[src/rtl/mem_fifo_loader.sv]
// mem_fifo_loader: reads NUM_FIFOS*WPF consecutive memory words starting at
// base_addr and unpacks each word, least-significant entry first, into a bank
// of FIFOs. Each FIFO receives exactly DEPTH entries; surplus entries in the
// last word of a FIFO are dropped.
//
// state  | meaning
// -------+---------------------------------------------------------------
// IDLE   | waiting for start; done reports the last completed fill
// REQ    | mem_read asserted, address held until the memory accepts
// WAIT   | read accepted, waiting for mem_readdatavalid
// UNPACK | writing entries from the shift register into FIFO fifo_q
// DRAIN  | aborted with a read in flight; swallow the response, then IDLE
module mem_fifo_loader #(
   parameter int NUM_FIFOS  = 9,
   parameter int DEPTH      = 8,
   parameter int DATA_WIDTH = 8,
   parameter int WORD_WIDTH = 64,
   parameter int ADDR_WIDTH = 32
) (
   input  logic                  clk,
   input  logic                  rst_n,
   input  logic                  start,
   input  logic                  abort,
   input  logic [ADDR_WIDTH-1:0] base_addr,
   output logic [ADDR_WIDTH-1:0] mem_address,
   output logic                  mem_read,
   input  logic                  mem_waitrequest,
   input  logic [WORD_WIDTH-1:0] mem_readdata,
   input  logic                  mem_readdatavalid,
   input  logic [NUM_FIFOS-1:0]  fifo_full,
   output logic [DATA_WIDTH-1:0] fifo_data,
   output logic [NUM_FIFOS-1:0]  fifo_wr,
   output logic                  busy,
   output logic                  done
);

   localparam int BPW    = WORD_WIDTH / DATA_WIDTH;
   localparam int WPF    = (DEPTH + BPW - 1) / BPW;
   localparam int FIFO_W = (NUM_FIFOS > 1) ? $clog2(NUM_FIFOS) : 1;
   localparam int WORD_W = (WPF > 1) ? $clog2(WPF) : 1;
   localparam int ENT_W  = (DEPTH > 1) ? $clog2(DEPTH) : 1;
   localparam int BYTE_W = (BPW > 1) ? $clog2(BPW) : 1;

   localparam logic [2:0] S_IDLE   = 3'd0;
   localparam logic [2:0] S_REQ    = 3'd1;
   localparam logic [2:0] S_WAIT   = 3'd2;
   localparam logic [2:0] S_UNPACK = 3'd3;
   localparam logic [2:0] S_DRAIN  = 3'd4;

   logic [2:0]            state_q, state_d;
   logic [ADDR_WIDTH-1:0] base_q, base_d;
   logic [FIFO_W-1:0]     fifo_q, fifo_d;
   logic [WORD_W-1:0]     word_q, word_d;
   logic [ENT_W-1:0]      ent_q, ent_d;
   logic [BYTE_W-1:0]     byte_q, byte_d;
   logic [WORD_WIDTH-1:0] shift_q, shift_d;
   logic                  done_q, done_d;
   logic                  wr_ok;

   // A write happens only in UNPACK, into a non-full FIFO, and never in the
   // cycle an abort is taken so that aborted fills leave no partial entry.
   assign wr_ok = (state_q == S_UNPACK) && !fifo_full[fifo_q] && !abort;

   assign mem_read    = (state_q == S_REQ);
   assign mem_address = base_q + ADDR_WIDTH'(fifo_q) * ADDR_WIDTH'(WPF) + ADDR_WIDTH'(word_q);
   assign fifo_data   = shift_q[DATA_WIDTH-1:0];
   assign fifo_wr     = wr_ok ? (NUM_FIFOS'(1) << fifo_q) : '0;
   assign busy        = (state_q != S_IDLE);
   assign done        = done_q;

   // Next-state and counter update logic.
   always_comb begin
      state_d = state_q;
      base_d  = base_q;
      fifo_d  = fifo_q;
      word_d  = word_q;
      ent_d   = ent_q;
      byte_d  = byte_q;
      shift_d = shift_q;
      done_d  = done_q;
      case (state_q)
         S_IDLE: begin
            if (start && !abort) begin
               done_d  = 1'b0;
               base_d  = base_addr;
               fifo_d  = '0;
               word_d  = '0;
               ent_d   = '0;
               byte_d  = '0;
               state_d = S_REQ;
            end
         end
         S_REQ: begin
            // mem_read is always high here, so acceptance is just !waitrequest.
            if (!mem_waitrequest) begin
               state_d = abort ? S_DRAIN : S_WAIT;
            end else if (abort) begin
               state_d = S_IDLE;
            end
         end
         S_WAIT: begin
            if (mem_readdatavalid) begin
               if (abort) begin
                  state_d = S_IDLE;
               end else begin
                  shift_d = mem_readdata;
                  state_d = S_UNPACK;
               end
            end else if (abort) begin
               state_d = S_DRAIN;
            end
         end
         S_UNPACK: begin
            if (abort) begin
               state_d = S_IDLE;
            end else if (wr_ok) begin
               shift_d = shift_q >> DATA_WIDTH;
               if (ent_q == ENT_W'(DEPTH - 1)) begin
                  ent_d  = '0;
                  byte_d = '0;
                  word_d = '0;
                  if (fifo_q == FIFO_W'(NUM_FIFOS - 1)) begin
                     done_d  = 1'b1;
                     state_d = S_IDLE;
                  end else begin
                     fifo_d  = fifo_q + FIFO_W'(1);
                     state_d = S_REQ;
                  end
               end else begin
                  ent_d = ent_q + ENT_W'(1);
                  if (byte_q == BYTE_W'(BPW - 1)) begin
                     byte_d  = '0;
                     word_d  = word_q + WORD_W'(1);
                     state_d = S_REQ;
                  end else begin
                     byte_d = byte_q + BYTE_W'(1);
                  end
               end
            end
         end
         S_DRAIN: begin
            if (mem_readdatavalid) begin
               state_d = S_IDLE;
            end
         end
         default: state_d = S_IDLE;
      endcase
   end

   // State, counters and shift register; reset clears everything.
   always_ff @(posedge clk or negedge rst_n) begin
      if (!rst_n) begin
         state_q <= S_IDLE;
         base_q  <= '0;
         fifo_q  <= '0;
         word_q  <= '0;
         ent_q   <= '0;
         byte_q  <= '0;
         shift_q <= '0;
         done_q  <= 1'b0;
      end else begin
         state_q <= state_d;
         base_q  <= base_d;
         fifo_q  <= fifo_d;
         word_q  <= word_d;
         ent_q   <= ent_d;
         byte_q  <= byte_d;
         shift_q <= shift_d;
         done_q  <= done_d;
      end
   end

endmodule

[config.mk]
export PLATFORM = sky130hd
export DESIGN_NAME = mem_fifo_loader
export DESIGN_NICKNAME = d
export VERILOG_FILES = /design/src/rtl/mem_fifo_loader.sv
export SDC_FILE = /design/constraint.sdc
export NUM_CORES = 1
export LEC_CHECK = 0
export CORE_MARGIN = 8
export CORE_UTILIZATION = 30
export DETAILED_ROUTE_END_ITERATION = 16
export HOLD_SLACK_MARGIN = 0.08
export PLACE_DENSITY = 0.54
export SETUP_SLACK_MARGIN = 0.15
export SLEW_MARGIN = 30
export SYNTH_ARGS = -nofsm -noshare
export SYNTH_HDL_FRONTEND = slang
export SYNTH_SLANG_ARGS = --single-unit
export TNS_END_PERCENT = 5
[constraint.sdc]
create_clock -name clk -period 7.2 [get_ports clk]
set_clock_uncertainty 0.2 [all_clocks]
set_input_delay 0.72 -clock clk [delete_from_list [all_inputs] [get_ports clk]]
set_output_delay 0.72 -clock clk [all_outputs]
set_load 0.03 [all_outputs]
==> results of run 1 <==
-- cells in the mapped netlist (all sizes together) (10+ instances only) --
cell type  count  area share
and3          10       0.010
buf           27       0.031
clkbuf        20       0.012
dfrtp        111        0.45
ha            13       0.026
inv           10      0.0061
mux2          34       0.062
mux2i         58       0.094
nand2         40       0.024
nand3         77       0.062
nor2          17       0.010
o21ai         66       0.078
xnor2         23       0.033
-- state kept, by name, summed over array words and instances (netlist names) --
register	flops
shift_q	64
byte_q	3
word_q	1
ent_q	3
done	1
fifo_q	4
base_q	32
state_q	3
-- cell type report --
type	instances	area (um2)	area share
Inverter	10	37.5	0.00457
Timing Repair Buffer	168	1670	0.203
Clock inverter	4	28.8	0.00351
Clock buffer	11	253	0.0308
Antenna cell	1	2.50	0.000305
Multi-Input combinational cell	419	3100	0.378
Sequential cell	111	2780	0.338
Tap cell	270	338	0.0412
-- routing by layer --
layer  up-vias  global-route usage
met1      2348               0.176
met5         -                   0
met3        14              0.0274
met4         0              0.0437
met2        87               0.238
li1       2355                   -
-- logic make-up after synthesis --
logic type / Yosys count
AND/OR/NAND/NOR: 189
flip-flops: 111
AO/OA/AOI/OAI: 93
multiplexers: 93
buffers and inverters: 57
XOR/XNOR: 29
adder cells (fa/ha/maj): 15
-- worst max path at each step --
stage / endpoint / slack (ns) / cells past startpoint
after CTS: mem_address[14] / 2.69 / 9
final: mem_address[14] / 2.72 / 9
after floorplan: fifo_wr[8] / 3.84 / 7
after global placement: fifo_wr[8] / 2.90 / 7
after global routing: mem_address[14] / 2.40 / 9
after detailed placement: fifo_wr[8] / 2.83 / 7
-- worst max-delay path, delay by kind of cell, from the launching register on --
family / cells / cell delay, ns
compound gates: 2 / 0.46
xor+xnor: 1 / 0.21
fa+ha+maj: 2 / 0.67
buf+inv: 2 / 0.77
flops: 1 / 0.65
simple gates: 2 / 0.46
-- power by group --
group          total (mW)  internal, mW  switching, mW
registers           0.985         0.839          0.146
logic               0.760         0.373          0.387
clock network       0.483         0.253          0.230
total                2.23          1.46          0.762
-- stage by stage --
stage | cells | setup slack (ns) | utilization | cell area [um2] | hold WS [ns]
floorplan | 587 | 3.84 | - | 6180 | 0.224
global placement | 978 | 2.90 | 0.391 | 7920 | 0.279
detailed placement | 978 | 2.83 | 0.392 | 7920 | 0.287
CTS | 993 | 2.69 | 0.406 | 8210 | 0.208
global route | 994 | 2.40 | 0.406 | 8210 | 0.216
finish | 994 | 2.72 | 0.406 | 8210 | 0.154
==> metrics.md, run 1 <==
| Metric | Value |
|---|---|
| Crit path from | fifo_q[0]$_DFFE_PN0P_ |
| CTS tree | yes |
| Die footprint | 25400 um2 |
| Tmin final | 4.48 ns |
| CTS H-Tree Depth | 3 |
| Post-Syn Nets | 713 |
| Seq/Total Area, Yosys | 0.450 |
| Synth Register Bits | 111 |
| Initial antenna violation count | 1 |
| Count of flip-flops with a built-in enable after synthesis | 0 |
| DR iter-0 viols | 184 |
| Largest family of logic cells by synthesized area | multiplexers |
| Total gr overflow | 0 |
| Final period utilization | 0.623 |
| Final-layout fill cell count | 1959 |
| Post-synthesis xor/xnor area fraction | 0.0411 |
| Compound-Gate Fraction of Synth Area | 0.110 |
| Post-CTS sizing | 0 |
| Post-Synth Adder-Cell Area | 0.0328 |
| Leak | 3.32 nW |
| Post-Synth Simple-Gate Area | 0.157 |
| Crit Reg-Reg Endpoint | shift_q[2]$_DFFE_PN0P_ |
| Slowest stage cell, crit path | clkdlybuf4s50_1 |
| Initial Util | 0.305 |
| Commonest non-fill, non-tap cell in the layout | clkdlybuf4s50_1 |
| Least-Margin Pin Slew | 0.871 ns |
| Power per Cell Area | 271 nW/um2 |
| Post-route antenna net violation count | 0 |
| Wire per inst | 17.9 um |
| Worst EP arrival | 3.56 ns |
| Mux contribution to synthesized area | 0.160 |
| Core Box Area | 20200 um2 |
| Vias in the first global route | 5212 |
| GP Congestion | 0.819 |
| Via count | 4804 |
| Clk_lat worst skew | 0.35 ns |
| Hold Buf Count CTS | 0 |
| Number of warning messages in the yosys log | 0 |
| Fin. max-slew vios | 0 |
| Asr flop ratio synth | 1.00 |
| Detailed-route DRC error count | 0 |
| CP Data Required Time | 6.28 ns |
| Met3 routed WL | 550 um |
| Routed wl met2 | 8860 um |
| Die span in y | 159 um |
| Worst vdd ir | 0.104 mV |
| Dominant synthesized flop cell | dfrtp_1 |
| CP Cell Sequence | fa_1 > inv_1 > fa_1 > nor2b_1 > o21a_1 > o21ai_0 > nor4_1 > xor2_1 > clkdlybuf4s50_1 |
| Min-Delay Path Class | in -> async |
| Syn Area/Cell | 10.5 um2 |
| GRT Total Usage | 0.140 |
| Power, Total | 2.23 mW |
| Post-CTS Setup Repair Bufs | 0 |
| CP Max Fanout | 9 |
| Max Cap Violations | 0 |
| CP Launch Type | flop |
| Clock transition at path regs | 0.07 ns |
| Worst R2R Start | fifo_q[0]$_DFFE_PN0P_ |
| RSZ-0062 raised after global routing | no |
| Outcome | complete, no violations |
| Number of distinct library cells after synthesis | 50 |
| Vias per cell | 4.83 |
| CP endpoint kind | output pin |
| Die W | 159 um |
| Peak Freq | 0.223 GHz |
| Crit-path max cell delay | 0.71 ns |
| Critical path class | reg -> out |
| Number of port buffers | 162 |
| Mapped Area | 6180 um2 |
| Final HPWL DP | 13100 um |
| Share of layout cells above drive strength 1 | 0.144 |
| Wl on met1 | 8080 um |
| IO Count | 163 |
| Num Clock Sinks | 111 |
| Max_slew headroom | 0.419 |
| Root buf cell | clkbuf_16 |
| Fin. Hold Viols | 0 |
| # rows | 52 |
| Post-Synthesis Cells | 587 |
| Fin Setup TNS | 0 ns |
| Area Overhead vs Synth | 32.9% |
| FF-to-FF setup slack | 3.60 ns |
| Largest net degree at the start of global routing | 80 |
| CTS buffer count | 9 |
| Highest routed layer | met4 |
| Final wirelength | 17800 um |
| Nets | 845 |
| Number of detailed-route iterations in the first pass | 4 |
| Most used cell, CP | fa_1 |
| Path depth of the worst reg2reg path | 6 |
| Commonest non-fill, non-tap cells in the layout | clkdlybuf4s50_1, dfrtp_1, nand3_1 |
| Final setup viols | 0 |
| Global-route wire length before repair | 28900 um |
| CTS max path bufs | 2 |
Power figures use the tool's default switching activity.
==> run 2, diff against run 1 <==
--- a/config.mk
+++ b/config.mk
@@ -9,7 +9,7 @@
 export CORE_UTILIZATION = 30
 export DETAILED_ROUTE_END_ITERATION = 16
 export HOLD_SLACK_MARGIN = 0.08
-export PLACE_DENSITY = 0.54
+export PLACE_DENSITY = 0.56
 export SETUP_SLACK_MARGIN = 0.15
 export SLEW_MARGIN = 30
 export SYNTH_ARGS = -nofsm -noshare
==> constraint.sdc (replaced) <==
create_clock -name clk -period 4.05 [get_ports clk]
set_clock_uncertainty 0.2 [all_clocks]
set_input_delay 0.405 -clock clk [delete_from_list [all_inputs] [get_ports clk]]
set_output_delay 0.405 -clock clk [all_outputs]
set_load 0.03 [all_outputs]
==> metrics.md, run 2 (same netlist as run 1, synthesis figures left out) <==
| Metric | Value |
|---|---|
| Clock transition at path regs | 0.07 ns (about the same) |
| GP Congestion | 0.831 (+1.5%) |
| Worst EP arrival | 3.19 ns (-0.37 ns) |
| Outcome | complete, no violations |
| Post-CTS Setup Repair Bufs | 0 (unchanged) |
| Global-route wire length before repair | 28800 um (-0.26%) |
| Slowest stage cell, crit path | clkdlybuf4s50_1 |
| Final wirelength | 18000 um (+1.2%) |
| Crit-path max cell delay | 0.68 ns (-0.03 ns) |
| Least-Margin Pin Slew | 0.855 ns (-0.0157 ns) |
| Max FFs per register | 64 (unchanged) |
| Initial Util | 0.305 (unchanged) |
| Commonest non-fill, non-tap cells in the layout | clkdlybuf4s50_1, dfrtp_1, nand3_1 |
| Final setup viols | 0 (unchanged) |
| Vias in the first global route | 5111 (-1.9%) |
| N_diodes | 0 (-1) |
| Largest net degree at the start of global routing | 78 (-2.5%) |
| Die footprint | 25400 um2 (unchanged) |
| CTS tree | yes |
| Max Cap Violations | 0 (unchanged) |
| Worst Path Buf+Inv | 2 (unchanged) |
| Clk_lat worst skew | 0.35 ns (about the same) |
| CP Cell Sequence | buf_4 > mux4_2 > nand2b_4 > a211o_2 > nor2_1 > and3_1 > clkdlybuf4s50_1 |
| Top reg by flops | shift_q |
| Detailed-route DRC error count | 0 (unchanged) |
| RSZ-0062 raised after global routing | yes |
| IO Count | 163 (unchanged) |
| Root buf cell | clkbuf_16 |
| Top cell family by delay on the critical path | buffers and inverters |
| Critical path class | reg -> out |
| Nets | 851 (+0.71%) |
| Core Box Area | 20200 um2 (unchanged) |
| CP Max Fanout | 8 (-1) |
| Fin. max-slew vios | 0 (unchanged) |
| Non-Filler Instances | 1000 (+0.60%) |
| Min-Delay Path Class | reg -> reg |
| Worst vdd ir | 0.230 mV (+120%) |
| Die W | 159 um (unchanged) |
| # placed instances | 983 (+0.51%) |
| Number of detailed-route iterations in the first pass | 4 (unchanged) |
| Share of layout cells above drive strength 1 | 0.153 (+0.00958) |
| Final instance area | 8290 um2 (+0.95%) |
| CP Data Required Time | 3.44 ns (-2.84 ns) |
| Initial antenna violation count | 0 (-1) |
| CTS max path bufs | 2 (unchanged) |
| Leak | 3.36 nW (+1.3%) |
| # rows | 52 (unchanged) |
| Num Clock Sinks | 111 (unchanged) |
| Final HPWL DP | 13300 um (+1.4%) |
| CTS buffer count | 9 (unchanged) |
| Vias per cell | 4.87 (+0.85%) |
| CP Launch Type | flop |
| Hold WS | 0.297 ns (+0.143 ns) |
| Final-layout fill cell count | 1935 (-1.2%) |
| Die span in y | 159 um (unchanged) |
| GRT Total Usage | 0.140 (-0.000306) |
| Power per Cell Area | 481 nW/um2 (+77%) |
| Tmin final | 3.79 ns |
| Commonest non-fill, non-tap cell in the layout | clkdlybuf4s50_1 |
| Peak Freq | 0.264 GHz |
| Number of port buffers | 162 (unchanged) |
| Fin. Hold Viols | 0 (unchanged) |
| Fin Setup TNS | 0 ns (unchanged) |
| Max_slew headroom | 0.428 (+0.00900) |
| DR iter-0 viols | 242 (+32%) |
| Area Overhead vs Synth | 34.2% |
| Top flop regs | shift_q x64, base_q x32, fifo_q x4 |
| Via count | 4874 (+1.5%) |
| Final period utilization | 0.936 |
| CTS H-Tree Depth | 3 (unchanged) |
| Post-route antenna net violation count | 0 (unchanged) |
| Dpl cell area | 7980 um2 (+0.71%) |
| Total gr overflow | 0 (unchanged) |
| Wire per inst | 18.0 um (+0.64%) |
| CP endpoint kind | output pin |
## run 2: changes by cell type in the layout (fill, tap and decap cells not counted), sizes merged
| cell | previous run | this run |
|---|---|---|
| dlymetal6s2s | 0 | 1 |
| buf | 7 | 12 |
| inv | 11 | 14 |
| clkbuf | 11 | 9 |
| clkdlybuf4s50 | 161 | 160 |
| clkinv | 1 | 0 |
| dlygate4sd3 | 0 | 1 |
| diode | 1 | 0 |
| clkinvlp | 2 | 3 |
## run 2: area by class of cell
| cell class | count | area (um2) | share of cell area |
|---|---|---|---|
| inverter | 10 | 37.5 | 0.00453 |
| tap | 270 | 338 | 0.0408 |
| clock buffer | 9 | 225 | 0.0272 |
| clock inverter | 7 | 62.6 | 0.00755 |
| sequential | 111 | 2780 | 0.335 |
| timing repair buffer | 174 | 1730 | 0.209 |
| multi-input combinational | 419 | 3110 | 0.375 |
## run 2: worst reg2reg max path, delay by kind of cell, from the launching register on
kind	cells	cell delay, ns
AOI/OAI and AO/OA	2	0.67
muxes	2	0.51
buffers and inverters	2	0.82
and+or+nand+nor	1	0.37
DFF	1	0.40
## run 2: final timing paths
kind	start	to	slack, ns	depth (start not counted)
worst min-delay path	done$_DFFE_PN0P_	done$_DFFE_PN0P_	0.30	2
worst max register to register	fifo_q[0]$_DFFE_PN0P_	ent_q[0]$_DFFE_PN0P_	0.98	7
min in group asynchronous	rst_n	base_q[30]$_DFFE_PN0P_	0.39	2
worst min register to register	done$_DFFE_PN0P_	done$_DFFE_PN0P_	0.30	2
max in group asynchronous	rst_n	state_q[2]$_DFFE_PN0P_	2.37	3
worst max-delay path	fifo_q[0]$_DFFE_PN0P_	fifo_wr[2]	0.26	7
## run 2: power by group
group,internal (mW),switching (mW),leakage (nW)
registers,1.49,0.264,1.42
logic,0.667,0.691,1.81
clock network,0.431,0.444,0.133
## run 2: through the flow
stage / setup slack [ns] / utilization / power, mW
global route: 0.0713 / 0.409 / 4.24
detailed placement: 0.398 / 0.394 / 3.15
CTS: 0.187 / 0.409 / 4.05
finish: 0.260 / 0.409 / 3.99
floorplan: 1.12 / - / 2.61
global placement: 0.426 / 0.394 / 3.11
## run 2: per-layer routing
layer | track usage | vias to the layer above | share of wire | wire length (um)
li1 | - | 2364 | - | -
met3 | 0.0313 | 10 | 0.039 | 703
met5 | 0 | - | 0 | 0
met2 | 0.246 | 109 | 0.52 | 9360
met1 | 0.172 | 2391 | 0.43 | 7740
met4 | 0.0309 | 0 | 0.011 | 199
## run 2: what timing repair did
item / CTS / global route
hold buffers: 1 / 0
hold endpoints to repair: 65 / 0
resized for setup: 1 / 2
endpoints found under the setup margin: 4 / 26
